<file path="config.mk">
export PLATFORM = sky130hd
export DESIGN_NAME = ysyx_22050612_load_store_unit
export DESIGN_NICKNAME = d
export VERILOG_FILES = /design/src/rtl/ysyx_22050612_load_store_unit.sv
export SDC_FILE = /design/constraint.sdc
export NUM_CORES = 1
export LEC_CHECK = 0
export CORE_UTILIZATION = 25
export DETAILED_ROUTE_END_ITERATION = 12
export GPL_ROUTABILITY_DRIVEN = 0
export PLACE_DENSITY = 0.55
export SETUP_SLACK_MARGIN = 0.2
export SYNTH_ARGS = -nofsm -noshare
export SYNTH_HDL_FRONTEND = slang
export SYNTH_SLANG_ARGS = --single-unit
</file>
<file path="constraint.sdc">
create_clock -name clk -period 8.45 [get_ports clk]
set_input_delay 1.69 -clock clk [delete_from_list [all_inputs] [get_ports clk]]
set_output_delay 1.69 -clock clk [all_outputs]
set_load 0.1 [all_outputs]
</file>
<file path="src/rtl/ysyx_22050612_load_store_unit.sv">
// Multi-cycle load/store unit: takes one memory operation from EXU, issues it on a
// valid/ready memory port with byte-lane alignment, and returns the extended load result.
module ysyx_22050612_load_store_unit #(
   parameter int ADDR_W = 64,
   parameter int DATA_W = 64
) (
   input  logic              clk,
   input  logic              rst,
   input  logic              in_valid,
   output logic              in_ready,
   input  logic              in_wen,
   input  logic [1:0]        in_size,
   input  logic              in_unsigned,
   input  logic [ADDR_W-1:0] in_addr,
   input  logic [DATA_W-1:0] in_wdata,
   input  logic [4:0]        in_rd,
   output logic              mem_req_valid,
   input  logic              mem_req_ready,
   output logic [ADDR_W-1:0] mem_req_addr,
   output logic              mem_req_wen,
   output logic [DATA_W-1:0] mem_req_wdata,
   output logic [7:0]        mem_req_wmask,
   input  logic              mem_resp_valid,
   input  logic [DATA_W-1:0] mem_resp_rdata,
   output logic              out_valid,
   input  logic              out_ready,
   output logic [4:0]        out_rd,
   output logic [DATA_W-1:0] out_rdata,
   output logic              out_wen,
   output logic              out_misaligned
);

   typedef enum logic [1:0] {IDLE, REQ, WAIT, DONE} state_t;

   state_t            state_reg, state_next;
   logic [ADDR_W-1:0] addr_reg;
   logic [DATA_W-1:0] wdata_reg;
   logic [7:0]        wmask_reg;
   logic              wen_reg;
   logic [1:0]        size_reg;
   logic              unsigned_reg;
   logic [2:0]        off_reg;
   logic [4:0]        rd_reg;
   logic [DATA_W-1:0] rdata_reg;
   logic              out_wen_reg;
   logic              misaligned_reg;

   logic              accept;
   logic              misaligned;
   logic [7:0]        base_mask;
   logic [7:0]        lane_mask;
   logic [DATA_W-1:0] shifted;
   logic [DATA_W-1:0] load_value;

   assign in_ready = (state_reg == IDLE);
   assign accept   = in_valid && in_ready;

   // Alignment check and byte-enable pattern both follow directly from the access size.
   always_comb begin
      misaligned = 1'b0;
      base_mask  = 8'hFF;
      case (in_size)
         2'd0: begin misaligned = 1'b0;           base_mask = 8'h01; end
         2'd1: begin misaligned = in_addr[0];     base_mask = 8'h03; end
         2'd2: begin misaligned = |in_addr[1:0];  base_mask = 8'h0F; end
         default: begin misaligned = |in_addr[2:0]; base_mask = 8'hFF; end
      endcase
   end

   assign lane_mask = base_mask << in_addr[2:0];

   // Bring the addressed bytes down to bit 0, then slice and extend by size.
   assign shifted = mem_resp_rdata >> {off_reg, 3'b000};

   always_comb begin
      load_value = shifted;
      case (size_reg)
         2'd0: load_value = {{(DATA_W-8){~unsigned_reg & shifted[7]}}, shifted[7:0]};
         2'd1: load_value = {{(DATA_W-16){~unsigned_reg & shifted[15]}}, shifted[15:0]};
         2'd2: load_value = {{(DATA_W-32){~unsigned_reg & shifted[31]}}, shifted[31:0]};
         default: load_value = shifted;
      endcase
   end

   always_comb begin
      state_next = state_reg;
      case (state_reg)
         IDLE: if (accept) state_next = misaligned ? DONE : REQ;
         REQ:  if (mem_req_ready) state_next = WAIT;
         WAIT: if (mem_resp_valid) state_next = DONE;
         DONE: if (out_ready) state_next = IDLE;
         default: state_next = IDLE;
      endcase
   end

   always_ff @(posedge clk or posedge rst) begin
      if (rst) begin
         state_reg      <= IDLE;
         addr_reg       <= '0;
         wdata_reg      <= '0;
         wmask_reg      <= '0;
         wen_reg        <= 1'b0;
         size_reg       <= '0;
         unsigned_reg   <= 1'b0;
         off_reg        <= '0;
         rd_reg         <= '0;
         rdata_reg      <= '0;
         out_wen_reg    <= 1'b0;
         misaligned_reg <= 1'b0;
      end else begin
         state_reg <= state_next;
         if (accept) begin
            addr_reg       <= {in_addr[ADDR_W-1:3], 3'b000};
            wdata_reg      <= in_wdata << {in_addr[2:0], 3'b000};
            wmask_reg      <= in_wen ? lane_mask : 8'h00;
            wen_reg        <= in_wen;
            size_reg       <= in_size;
            unsigned_reg   <= in_unsigned;
            off_reg        <= in_addr[2:0];
            rd_reg         <= in_rd;
            rdata_reg      <= '0;
            out_wen_reg    <= !in_wen && !misaligned && (in_rd != 5'd0);
            misaligned_reg <= misaligned;
         end
         // Stores keep a zero result; only a load response updates it.
         if (state_reg == WAIT && mem_resp_valid && !wen_reg)
            rdata_reg <= load_value;
      end
   end

   assign mem_req_valid  = (state_reg == REQ);
   assign mem_req_addr   = addr_reg;
   assign mem_req_wen    = wen_reg;
   assign mem_req_wdata  = wdata_reg;
   assign mem_req_wmask  = wmask_reg;

   assign out_valid      = (state_reg == DONE);
   assign out_rd         = rd_reg;
   assign out_rdata      = rdata_reg;
   assign out_wen        = out_wen_reg;
   assign out_misaligned = misaligned_reg;

endmodule

</file>
==> flow_summary.toml, run 1 <==
[global_route]
grt_pass1_vias = 10900
grt_max_degree = 95
grt.total_usage_pct = 19.1
antenna_found_initial = 1
gr-total-overflow = 0
grt_pass1_wl_um = 69700

[detailed_routing]
avgViaCountPerCell = 4.92
vias = 11000
drc = 0
drtIter0Drc = 889
drt-total-wl_um = 46900
wl_per_cell_um = 21.0
dr.pass1.iters = 5
antenna_left = 0

[timing]
drv_slew = 0
finalSetupTns_ns = 0
setup-violations-final = 0
min_period_ns = 4.35
max_slew_margin_pct = 24.5
grt_setup_unrepaired = "false"
fin_crit_sh_pct = 51.5
fmax_mhz = 230
tightest_slew_ns = 1.13
finalHoldViolations = 0
fin_worst_skew_ns = 0.00826

[layout]
syn2layout_area_growth_pct = 46.2
nFillCells = 4747
final_nets = 1816
drive_gt1_share_pct = 8.45

[clock_tree]
postCtsSetupBuffers = 0
clk_path_buf_depth = 3
cts_tree = "built"
cts_root_buf = "clkbuf_16"
cts_max_level = 1
clk_pin_slew_ns = 0.06
cts-buffers-inserted = 28
cts-hold-fix-buffers = 0
clk_latency_ns = 0.55
clkSinkCount = 213
ctsResizeCount = 0

[logic_synthesis]
synth_edf_count = 0
yosysMostFrequentCell = "nand2_1"
synthArstFlopShare_pct = 100
synth_common_cells = "nand2_1 (372), dfrtp_1 (213), mux2i_1 (93)"
synth_cell_type_count = 52
yosysTopAreaCell = "dfrtp_1"
ys.flop_type = "dfrtp_1"
synth_area_leaders = "dfrtp_1 (45%), nand2_1 (12%), mux2i_1 (7.9%)"
yosys.area.top_type_share_pct = 45.3
synthCells = 1253
syn_area_um2 = 11800
yosysSeqAreaShare_pct = 45.3
ys_warn_count = 0
syn-mean-instance-area_um2 = 9.39
yosys_register_bits = 213

[critical_path]
cp-end-kind = "output port"
worstSetupPathType = "flip-flop to output port"
cp_max_fo = 7
cp_data_arrival_time_ns = 2.66
required_ns = 6.76
startpoint_type = "flip-flop"

[floorplanning]
die_w_um = 219
ios = 418
die_area_um2 = 47900
initial_utilization_pct = 25.3
die_y_um = 219
fp.coreArea_um2 = 46500
num_rows = 79

[status]
status = "finished clean"

[placed_design]
dp_hpwl_um = 34100
portBuffers = 414

[run]
drv_cap = 0

[worst_hold_path]
worstHoldPathType = "flip-flop to flip-flop"
area by class of cell:
| cell class | instances | area, um2 | area share (%) |
|---|---|---|---|
| clock inverter | 5 | 100 | 0.582 |
| antenna | 1 | 2.50 | 0.0145 |
| clock buffer | 42 | 835 | 4.85 |
| timing repair buffer | 427 | 4230 | 24.6 |
| multi-input combinational | 907 | 5830 | 33.9 |
| tap | 607 | 759 | 4.41 |
| sequential | 213 | 5330 | 31.0 |
| inverter | 28 | 113 | 0.654 |
cells by family (layout without fill, tap and decap cells):
| logic type | after synthesis | in the layout | share of synthesized area, % |
|---|---|---|---|
| AOI/OAI and AO/OA | 225 | 225 | 12.8 |
| muxes | 156 | 156 | 17.8 |
| DFF | 213 | 213 | 45.3 |
| adders and majority gates | 4 | 4 | 0.425 |
| other | 1 | 4 | 0.0319 |
| and+or+nand+nor | 519 | 519 | 18.3 |
| buffers and inverters | 135 | 502 | 5.41 |
stage by stage:
stage          cells  hold slack, ns  utilization (%)  setup WS [ns]  instance area, um2
4_1_cts         2229           0.475             37.0           4.07               17200
3_5_place_dp    2182           0.461             35.0           3.86               16300
6_report        2230           0.470             37.0           4.10               17200
3_3_place_gp    2182           0.457             35.0           3.91               16300
5_1_grt         2229           0.493             37.0           3.98               17200
2_1_floorplan   1255           0.514                -          0.937               11800
cell usage in the layout, fill, tap and decap left out, types with 4 or more instances in the layout:
cell type and instances:
or2_2 7, mux2i_1 93, a21oi_1 18, clkbuf_8 6, buf_4 15, a211o_1 7, nor2b_1 9, a221oi_1 17
dfrtp_1 211, mux4_2 40, mux2_2 22, inv_1 26, a22o_1 28, nand2b_1 8, a22oi_1 18, ha_1 4
clkbuf_16 29, o22ai_1 16, clkdlybuf4s50_1 411, a211oi_1 6, a21boi_0 7, nand2_1 371, clkbuf_1 7, a2bb2oi_1 10
nand3_1 51, o21ai_0 84, nor2_1 51
worst paths after layout:
path	start	end	slack, ns	depth (start not counted)
max in group asynchronous	rst	mem_req_wdata[3]	5.39	3
min reg2reg	mem_req_addr[31]	mem_req_addr[31]	0.47	2
max reg2reg	off_reg[1]	out_rdata[59]	5.14	6
min in group asynchronous	rst	out_rdata[28]	1.59	2
min	mem_req_addr[31]	mem_req_addr[31]	0.47	2
max	state_reg[0]	in_ready	4.10	3
routing by layer:
metal | share of wire (%) | track usage [%] | routed length (um) | up-vias
met5 | 0.023 | 0 | 11 | -
met4 | 1.9 | 4.61 | 887 | 2
met3 | 9.5 | 5.74 | 4430 | 43
met2 | 46 | 30.6 | 21700 | 505
met1 | 42 | 25.2 | 19900 | 5371
li1 | - | - | - | 5041
worst max-delay path, stage by stage (launching register included):
cell and delay (ns):
dfrtp_1 0.40, inv_1 0.11, ha_1 0.33, clkdlybuf4s50_1 1.26
Power of run 1 is left out: the tool's default activity adds up to more than one toggle a clock period on the data nets, which glitch-free logic cannot reach.
==> run 2: changes to the inputs <==
- PLACE_DENSITY: 0.55 -> 0.56
- clock period: 8.45 -> 3.5 ns (I/O delays scaled with it)
==> run 2 against run 1 <==
Against the previous run: via count increased by 0.43%; critical path depth is 2 lower; highest routed layer unchanged; global-route usage up 0.20 points; flip-flop and latch count unchanged; design area about the same; non-clock buffer count rose by 20; core utilization barely moved; hold slack improved by 0.0038 ns; largest cell class unchanged.
==> flow_summary.toml, run 2 (synthesized netlist as in run 1, its figures left out) <==
[status]
status = "finished clean"

[worst_hold_path]
worstHoldPathCells = 2
holdCritStartpoint = "mem_req_addr[46]"
worstHoldPathType = "flip-flop to flip-flop"
hold_end = "mem_req_addr[46]"

[clock_tree]
cts_root_buf = "clkbuf_16"
cts_tree = "built"
cts_max_level = 1
clk_pin_slew_ns = 0.06
clk_path_buf_depth = 3
cts-buffers-inserted = 29
cts-hold-fix-buffers = 0
clk_latency_ns = 0.56
postCtsSetupBuffers = 0
ctsResizeCount = 0
clkSinkCount = 213

[timing]
tightest_slew_ns = 1.04
fmax_mhz = 351
finalHoldViolations = 0
finalSetupTns_ns = 0
max_slew_margin_pct = 30.5
fin_worst_skew_ns = 0.0146
drv_slew = 0
fin_crit_sh_pct = 81.3
setup-violations-final = 0
grt_setup_unrepaired = "false"
min_period_ns = 2.85

[floorplanning]
die_y_um = 219
fp.coreArea_um2 = 46500
die_w_um = 219
die_area_um2 = 47900
initial_utilization_pct = 25.3
ios = 418
num_rows = 79

[layout]
drive_gt1_share_pct = 16.4
fin_cells = 2257
regArea_um2 = 5330
syn2layout_area_growth_pct = 46.3
nFillCells = 4737
layout_commonest_cell = "nand2_1"
mostFrequentLayoutCells = "nand2_1 (371), clkdlybuf4s50_1 (312), dfrtp_1 (211)"
multiInputGateArea_um2 = 5820
final_nets = 1837

[critical_path]
cp-end-kind = "output port"
worstSetupPathType = "flip-flop to output port"
cp_data_arrival_time_ns = 2.15
reg2reg_to = "out_rdata[10]"
crit_family = "buffers and inverters"
crit_buf_inv = 1
critPathMaxStageDelay_ns = 1.17
crit_chain = "clkdlybuf4s50_1"
cp_max_fo = 2
r2r_slack_ns = 1.03
crit-reg2reg-launch = "off_reg[1]"
slowest_stage = "clkdlybuf4s50_1"
r2r_cells = 5
required_ns = 2.80
startpoint_type = "flip-flop"

[detailed_routing]
avgViaCountPerCell = 4.88
drtIter0Drc = 970
dr.pass1.iters = 5
drc = 0
antenna_left = 0
vias = 11000
drt-total-wl_um = 47500
wl_per_cell_um = 21.1

[global_route]
grt.total_usage_pct = 19.3
grt_pass1_wl_um = 70200
gr-total-overflow = 0
grt_max_degree = 77
grt_pass1_vias = 11000
antenna_found_initial = 7

[placed_design]
dp_cells = 2202
portBuffers = 414
dp_hpwl_um = 35200

[run]
drv_cap = 0
==> run 2: cell count changes in the layout (fill, tap and decap cells not counted), moves of 2 or more <==
cell             before  now
inv_6                 0    2
clkinv_4              0    2
buf_12                0    5
clkbuf_1              7    0
clkdlybuf4s50_1     411  312
clkbuf_8              6    1
clkinvlp_4            0    9
clkinv_2              2    8
buf_4                15  129
==> run 2: cell type report <==
class,instances,area share [%]
Antenna cell,1,0.0145
Clock buffer,30,4.29
Clock inverter,24,1.48
Inverter,28,0.632
Multi-Input combinational cell,907,33.8
Sequential cell,213,31.0
Tap cell,607,4.41
Timing Repair Buffer,447,24.4
==> run 2: metrics by stage <==
stage / cell area [um2] / worst slack, ns / utilization [%] / hold WS (ns)
3_3_place_gp: 16200 / 0.759 / 34.9 / 0.454
4_1_cts: 17200 / 0.630 / 37.1 / 0.478
6_report: 17200 / 0.653 / 37.1 / 0.474
2_1_floorplan: 11800 / 0.0298 / - / 0.514
5_1_grt: 17200 / 0.612 / 37.1 / 0.496
3_5_place_dp: 16200 / 0.699 / 34.9 / 0.463
==> run 2: worst max path at each step <==
stage / startpoint / endpoint / cells after the start
floorplan: rst / mem_req_addr[10] / 1
global placement: in_valid / out_rdata[27] / 6
detailed placement: in_valid / out_rdata[16] / 6
CTS: out_rdata[53] / out_rdata[53] / 1
global route: out_rdata[21] / out_rdata[21] / 1
finish: out_rdata[53] / out_rdata[53] / 1
==> run 2: metal layers <==
layer / vias to the layer above / wire [um] / GRT usage [%]
met5: - / 65 / 0
met3: 76 / 4340 / 5.95
li1: 5091 / - / -
met4: 10 / 1330 / 5.53
met2: 457 / 21400 / 30.3
met1: 5375 / 20300 / 25.6
Power of run 2 is left out for the same reason.
